$ cat config.mk
export PLATFORM = sky130hd
export DESIGN_NAME = gpio_bank_prog_ctrl
export DESIGN_NICKNAME = d
export VERILOG_FILES = /design/src/rtl/gpio_bank_prog_ctrl.sv
export SDC_FILE = /design/constraint.sdc
export NUM_CORES = 1
export LEC_CHECK = 0
export BUFFER_PORTS_ARGS = -buffer_cell sky130_fd_sc_hd__buf_2
export CAP_MARGIN = 30
export CELL_PAD_IN_SITES_DETAIL_PLACEMENT = 2
export CELL_PAD_IN_SITES_GLOBAL_PLACEMENT = 2
export CORE_AREA = 2 2 71 73
export CTS_BUF_LIST = sky130_fd_sc_hd__clkbuf_8
export CTS_CLUSTER_DIAMETER = 100
export DETAILED_ROUTE_END_ITERATION = 16
export DIE_AREA = 0 0 73 75
export PLACE_DENSITY_LB_ADDON = 0.1
export SYNTH_ARGS = -nofsm -noshare
export SYNTH_HDL_FRONTEND = slang
export SYNTH_SLANG_ARGS = --single-unit
$ cat constraint.sdc
create_clock -name prog_clk -period 1.74 [get_ports prog_clk]
set_input_delay 0.261 -clock prog_clk [delete_from_list [all_inputs] [get_ports prog_clk]]
set_output_delay 0.261 -clock prog_clk [all_outputs]
set_load 0.05 [all_outputs]
$ cat src/rtl/gpio_bank_prog_ctrl.sv
// Programming controller for one SRAM config bank: accepts row writes and
// sequences data setup, a timed wordline pulse and data hold for each row.
module gpio_bank_prog_ctrl #(
    parameter int NUM_BL   = 4,
    parameter int NUM_WL   = 4,
    parameter int WL_PULSE = 2
) (
    input  logic              prog_clk,
    input  logic              prog_reset_n,
    input  logic              cfg_valid,
    output logic              cfg_ready,
    input  logic [7:0]        cfg_addr,
    input  logic [NUM_BL-1:0] cfg_data,
    output logic [NUM_BL-1:0] bl,
    output logic [NUM_WL-1:0] wl,
    output logic              busy,
    output logic [8:0]        wr_count,
    output logic              addr_err
);

    localparam logic [1:0] IDLE  = 2'd0;
    localparam logic [1:0] SETUP = 2'd1;
    localparam logic [1:0] PULSE = 2'd2;
    localparam logic [1:0] HOLD  = 2'd3;

    localparam int              ADDR_W   = (NUM_WL > 1) ? $clog2(NUM_WL) : 1;
    localparam logic [8:0]      NUM_WL_9 = 9'(NUM_WL);
    localparam logic [NUM_WL-1:0] WL_ONE = NUM_WL'(1);
    localparam logic [3:0]      CNT_LOAD = 4'(WL_PULSE - 1);

    logic [1:0]        state_q,    state_d;
    logic [ADDR_W-1:0] addr_q,     addr_d;
    logic [NUM_BL-1:0] data_q,     data_d;
    logic [3:0]        cnt_q,      cnt_d;
    logic [NUM_BL-1:0] bl_q,       bl_d;
    logic [NUM_WL-1:0] wl_q,       wl_d;
    logic              busy_q,     busy_d;
    logic [8:0]        wr_count_q, wr_count_d;
    logic              addr_err_q, addr_err_d;
    logic              handshake;
    logic              addr_ok;

    assign cfg_ready = (state_q == IDLE);
    assign handshake = cfg_valid && cfg_ready;
    assign addr_ok   = ({1'b0, cfg_addr} < NUM_WL_9);

    // Output registers are loaded with the value the next state will present,
    // so bl/wl/busy switch on the same edge as the state they belong to.
    always_comb begin
        // NOTE: every target gets a default first, so no path leaves a latch.
        state_d    = state_q;
        addr_d     = addr_q;
        data_d     = data_q;
        cnt_d      = cnt_q;
        bl_d       = bl_q;
        wl_d       = wl_q;
        busy_d     = busy_q;
        wr_count_d = wr_count_q;
        addr_err_d = addr_err_q;

        case (state_q)
            IDLE: begin
                if (handshake) begin
                    if (addr_ok) begin
                        addr_d  = cfg_addr[ADDR_W-1:0];
                        data_d  = cfg_data;
                        bl_d    = cfg_data;
                        busy_d  = 1'b1;
                        state_d = SETUP;
                    end else begin
                        addr_err_d = 1'b1;
                    end
                end
            end
            SETUP: begin
                cnt_d   = CNT_LOAD;
                wl_d    = WL_ONE << addr_q;
                state_d = PULSE;
            end
            PULSE: begin
                if (cnt_q == 4'd0) begin
                    wl_d    = '0;
                    state_d = HOLD;
                end else begin
                    cnt_d = cnt_q - 4'd1;
                end
            end
            default: begin
                bl_d    = '0;
                busy_d  = 1'b0;
                state_d = IDLE;
                if (wr_count_q != 9'd511) begin
                    wr_count_d = wr_count_q + 9'd1;
                end
            end
        endcase
    end

    // NOTE: async reset clears every flop so an aborted pulse drops wl at once.
    always_ff @(posedge prog_clk or negedge prog_reset_n) begin
        if (!prog_reset_n) begin
            state_q    <= IDLE;
            addr_q     <= '0;
            data_q     <= '0;
            cnt_q      <= '0;
            bl_q       <= '0;
            wl_q       <= '0;
            busy_q     <= 1'b0;
            wr_count_q <= '0;
            addr_err_q <= 1'b0;
        end else begin
            // NOTE: non-blocking assignments keep all flops updating from old values.
            state_q    <= state_d;
            addr_q     <= addr_d;
            data_q     <= data_d;
            cnt_q      <= cnt_d;
            bl_q       <= bl_d;
            wl_q       <= wl_d;
            busy_q     <= busy_d;
            wr_count_q <= wr_count_d;
            addr_err_q <= addr_err_d;
        end
    end

    assign bl       = bl_q;
    assign wl       = wl_q;
    assign busy     = busy_q;
    assign wr_count = wr_count_q;
    assign addr_err = addr_err_q;

endmodule

# [Yosys cells after proc, flatten, opt, wreduce, memory -nomap -nowiden]
# Cells that the tools add are included.
[word_totals] regBits=27 latchBits=0 ramBits=0 rom_bits=0 input_bits=15 output_inout_bits=20 elab_cells=49 memories=0
[classes] n_addsub=2 mul=0 div_mod_pow=0 order_cmp=1 n_eq_ne=7 shift=1 mux=14 bitwise_logic=3 reduce_logical=13
[ops] cell="$pmux W4 S2" n=3
[ops] cell="$mux W4" n=4
[ops] cell="$reduce_and A3 Y1" n=4
[ops] cell="$add A9 B1 Y9 const B" n=1
[ops] cell="$ne A9 B9 Y1 const B" n=1
[ops] cell="$lt A8 B3 Y1 const B" n=1
[ops] cell="$mux W2" n=3
[ops] cell="$pmux W2 S3" n=1
[ops] cell="$reduce_and A2 Y1" n=3
[ops] cell="$logic_not A4 Y1" n=1
[ops] cell="$ne A2 B1 Y1 const B" n=2
[ops] cell="$ne A2 B2 Y1 const B" n=2
[ops] cell="$shl A1 B2 Y4 const A" n=1
[ops] cell="$sub A4 B1 Y4 const B" n=1
[ops] cell="$not A1 Y1" n=3
[ops] cell="$reduce_or A3 Y1" n=1
[ops] cell="$eq A2 B1 Y1 const B" n=1
[ops] cell="$eq A2 B2 Y1 const B" n=1
[ops] cell="$logic_not A2 Y1" n=1
[ops] cell="$mux W1" n=2
[ops] cell="$pmux W1 S2" n=1
[ops] cell="$reduce_bool A2 Y1" n=1
[ops] cell="$reduce_or A2 Y1" n=1
[ops] cell="$logic_and A1 B1 Y1" n=1

# [Longest topological paths before layout]
[logic_depth] word_depth=4 ltp_mapped=8 mapped_depth_nobuf=7

# [Least setup slack after synthesis]
# OpenSTA, ideal clock, no wires.
[synth_timing] kind="register to register" start="register wr_count_q[0], in the netlist wr_count[0]" end="register wr_count_q[1], in the netlist wr_count[1]" setup_ps=125 arrival_ps=2088 required_time_ps=1615 setup_slack_ps=-473 path_stages_with_launch=8 n_path_buf=1 synth_period_minus_slack_ps=2213 cell_sequence="dfrtp_1 ha_1 and3_1 and3_1 ha_1 nor2b_1 clkbuf_1 mux2_2"
[synth_via] elab_chain_len=2 elab_cells_between_ends=3 cone_classes="add/sub: 1; eq/ne: 1; reduce/logical: 1"
[synth_lines] item="start, declared" line="38" source="logic [8:0] wr_count_q, wr_count_d;"
[synth_lines] item="start signal, assigned" line="120" source="wr_count_q <= wr_count_d;"
[synth_lines] item="parallel branches: the longest is 2 deep, another holds $add A9 B1 Y9"
# Several ways; the timed one is not identified.
# A chain may end at the register's enable or synchronous reset.

# [Final worst setup path]
[layout_timing] start="register wr_count_q[1], in the netlist wr_count[1]" end="register wr_count_q[5], in the netlist wr_count[5]"
# Same word-level chain as after synthesis.

==> metrics <==
status=complete, but fails checks; failing checks=hold timing, setup timing; Leak Pwr=0.909 nW; total CTS buffers=3; CTS H-tree lvls=1; initial antenna violation count=0; VDD IR max=0.658 mV; Data arrival, critical path=approximately 1900 ps; Synth-to-Final Area Change=30.1%; Syn Nets=154; Die X=around 73 um; maximum fanout along the worst path=5; Clock transition at path regs=about 100 ps; Initial Util=31.6%; 1st-iter DRT viols=45; FF+latch area=slightly below 700 sq um; layout cells sized above 1=between 40% and 50%; CP required=~1900 ps; routed vias/inst=roughly 5.2; final setup margin=-10.4 ps; Mapped Area=about 1500 sq um; final wirelength=between 4 and 5 mm; commonest non-fill, non-tap cells in the layout=33 x buf_2, 23 x dfrtp_1, 13 x buf_4, 11 x nand2_1, 8 x inv_1; pin count of the biggest net entering global routing=28; routed vias=1202; area of the multi-input gates=around 800 sq um; # IOs=35; DR DRC count=0; Yosys reg bits=27; WHS=-3.46 ps; WS Path Type=flop to flop; Synth Flop Type=dfrtp_1; skew final=4.56 ps; gr ovfl total=0; post-synth cell types=39; worst-margin pin slew=roughly 650 ps; wire per inst=17.4 um; num rows=25; Worst Setup Start Kind=flop; Reg2Reg Depth=8; worst r2r src=wr_count[1]; min-delay worst type=primary input to asynchronous set/reset pin; RSZ-0062 raised after global routing=true; Final Hold Viols=3; Pre-antenna DRT Iters=4; Root Driver=clkbuf_8; fin. max-slew vios=0; Post-synth ARST share=100%; commonest non-fill, non-tap cell in the layout=buf_2; Die ar.=between 5000 and 6000 sq um; Nets=201; Setup crit end kind=flop; fmax=0.571 GHz; # setup viols final=1; Skew-Pair Late Insertion Delay=280 ps; Max-cap violations=0; setup slack, reg-to-reg=-10 ps; Port Buffer Count=34; sequential share of power=between 30% and 40%; Post-DRT Antenna Nets=0; antenna diode count=0; Worst R2R End=wr_count[5]; CTS tree=done; Clk pwr share=between 10% and 20%; Syn. warnings=0; # clock sinks=27; sw power=about 1.5 mW; worst slack, placed=-54.3 ps; Synth Instances=between 100 and 150; die height=75 um; Combinational Power Share=between 50% and 60%; HPWL after detailed placement=3.04 mm; first-pass GRT wire length=between 6 and 7 mm; Seq/Total Area, Yosys=between 40% and 50%; sw frac=between 40% and 50%; Int Pwr=around 1.7 mW; fin crit share=101%; Avg Inst Size Synth=11.2 sq um; GPL Wtd Cong=approximately 0.74; post-route minimum period=roughly 1800 ps; Post-Route Utilization=between 40% and 50%; core area=between 4000 and 5000 sq um; power per cell area=between 1500 and 2000 nW/um^2; GRT Resource Usage Total=~17%; filler cell count=about 500; EDFF count, synth=0; max_slew headroom=between 50% and 60%; # hold bufs at CTS=0; clk buf depth=2; number of global-route vias before repair=1407
[registers in the layout, summed over array words and instances, names as in the netlist]
register / count
state_q: 2
addr_err: 1
cnt_q: 4
wl: 4
busy: 1
wr_count: 9
bl: 4
addr_q: 2
[kinds of logic after synthesis]
logic type	count (synthesis)	share of synthesized area, %
AOI/OAI and AO/OA	22	13.4
xor gates and xnor gates	7	4.17
adders and majority gates	8	6.80
buffers and inverters	14	4.25
DFF	27	45.9
muxes	9	6.55
and+or+nand+nor	44	19.0
[cells in the mapped netlist (3+ instances only)]
| library cell | instances | area share [%] |
|---|---|---|
| and3_1 | 4 | 1.7 |
| clkbuf_1 | 3 | 0.77 |
| dfrtp_1 | 27 | 46 |
| ha_1 | 8 | 6.8 |
| inv_1 | 8 | 2.0 |
| mux2_2 | 3 | 2.3 |
| mux2i_1 | 4 | 2.7 |
| nand2_1 | 11 | 2.8 |
| nand3_1 | 3 | 1.0 |
| nand3b_1 | 3 | 1.5 |
| nand4_1 | 5 | 2.1 |
| nand4b_1 | 3 | 1.8 |
| o211ai_1 | 4 | 2.0 |
| o211ai_2 | 5 | 4.3 |
| o21ai_0 | 3 | 1.0 |
| xnor2_1 | 6 | 3.6 |
[worst max-delay path by stage]
stage,cells after the start,end,slack [ps],from
floorplan,7,wr_count[1],-120,wr_count[0]
global placement,7,wr_count[1],40,wr_count[1]
detailed placement,7,wr_count[1],-50,wr_count[1]
CTS,8,wr_count[5],-3,wr_count[1]
global route,8,wr_count[5],-90,wr_count[1]
finish,8,wr_count[5],-10,wr_count[1]
[per-layer routing]
layer | global-route usage, % | wire (um)
met4 | 6.58 | 84
met3 | 2.41 | 137
met5 | 0 | 0
met2 | 29.7 | 2050
met1 | 20.4 | 1750
[power by group through the flow]
stage                     clock network [mW]  logic [mW]  registers [mW]
after floorplan                            0       0.820            1.34
after global placement                     0        1.69           0.970
after detailed placement                   0        1.78           0.988
after CTS                              0.395        1.83           0.979
after global routing                   0.411        2.05            1.01
final                                  0.369        1.87           0.976
[cell type report]
| cell class | instances | area share [%] |
|---|---|---|
| timing repair buffer | 48 | 14.9 |
| inverter | 8 | 1.57 |
| clock inverter | 1 | 0.196 |
| sequential | 27 | 35.6 |
| tap | 54 | 3.53 |
| clock buffer | 3 | 2.16 |
| multi-input combinational | 90 | 42.1 |
[critical path, stage by stage (launching register included)]
cell	delay (ps)
dfrtp_2	440
ha_4	170
and3_4	140
and3_4	170
ha_4	150
nor2b_4	110
buf_6	130
nand4_1	140
xnor2_2	180
[through the flow]
stage | hold WS, ps | TNS, ps | cell area (sq um) | power, mW | std cells
after floorplan | -34.6 | -662 | 1510 | 2.16 | 131
after global placement | 323 | 0 | 1790 | 2.66 | 224
after detailed placement | 334 | -168 | 1790 | 2.77 | 224
after CTS | 10.5 | -2.53 | 1880 | 3.20 | 230
after global routing | 36.0 | -460 | 1910 | 3.47 | 231
final | -3.46 | -10.4 | 1910 | 3.21 | 231
[what timing repair did]
action,4_1_cts,5_1_grt
pin swaps,0,4
endpoints found under the setup margin,7,12
setup buffers,1,1
cloned,1,0
resized for setup,8,6
(Power assumes the default switching activity.)
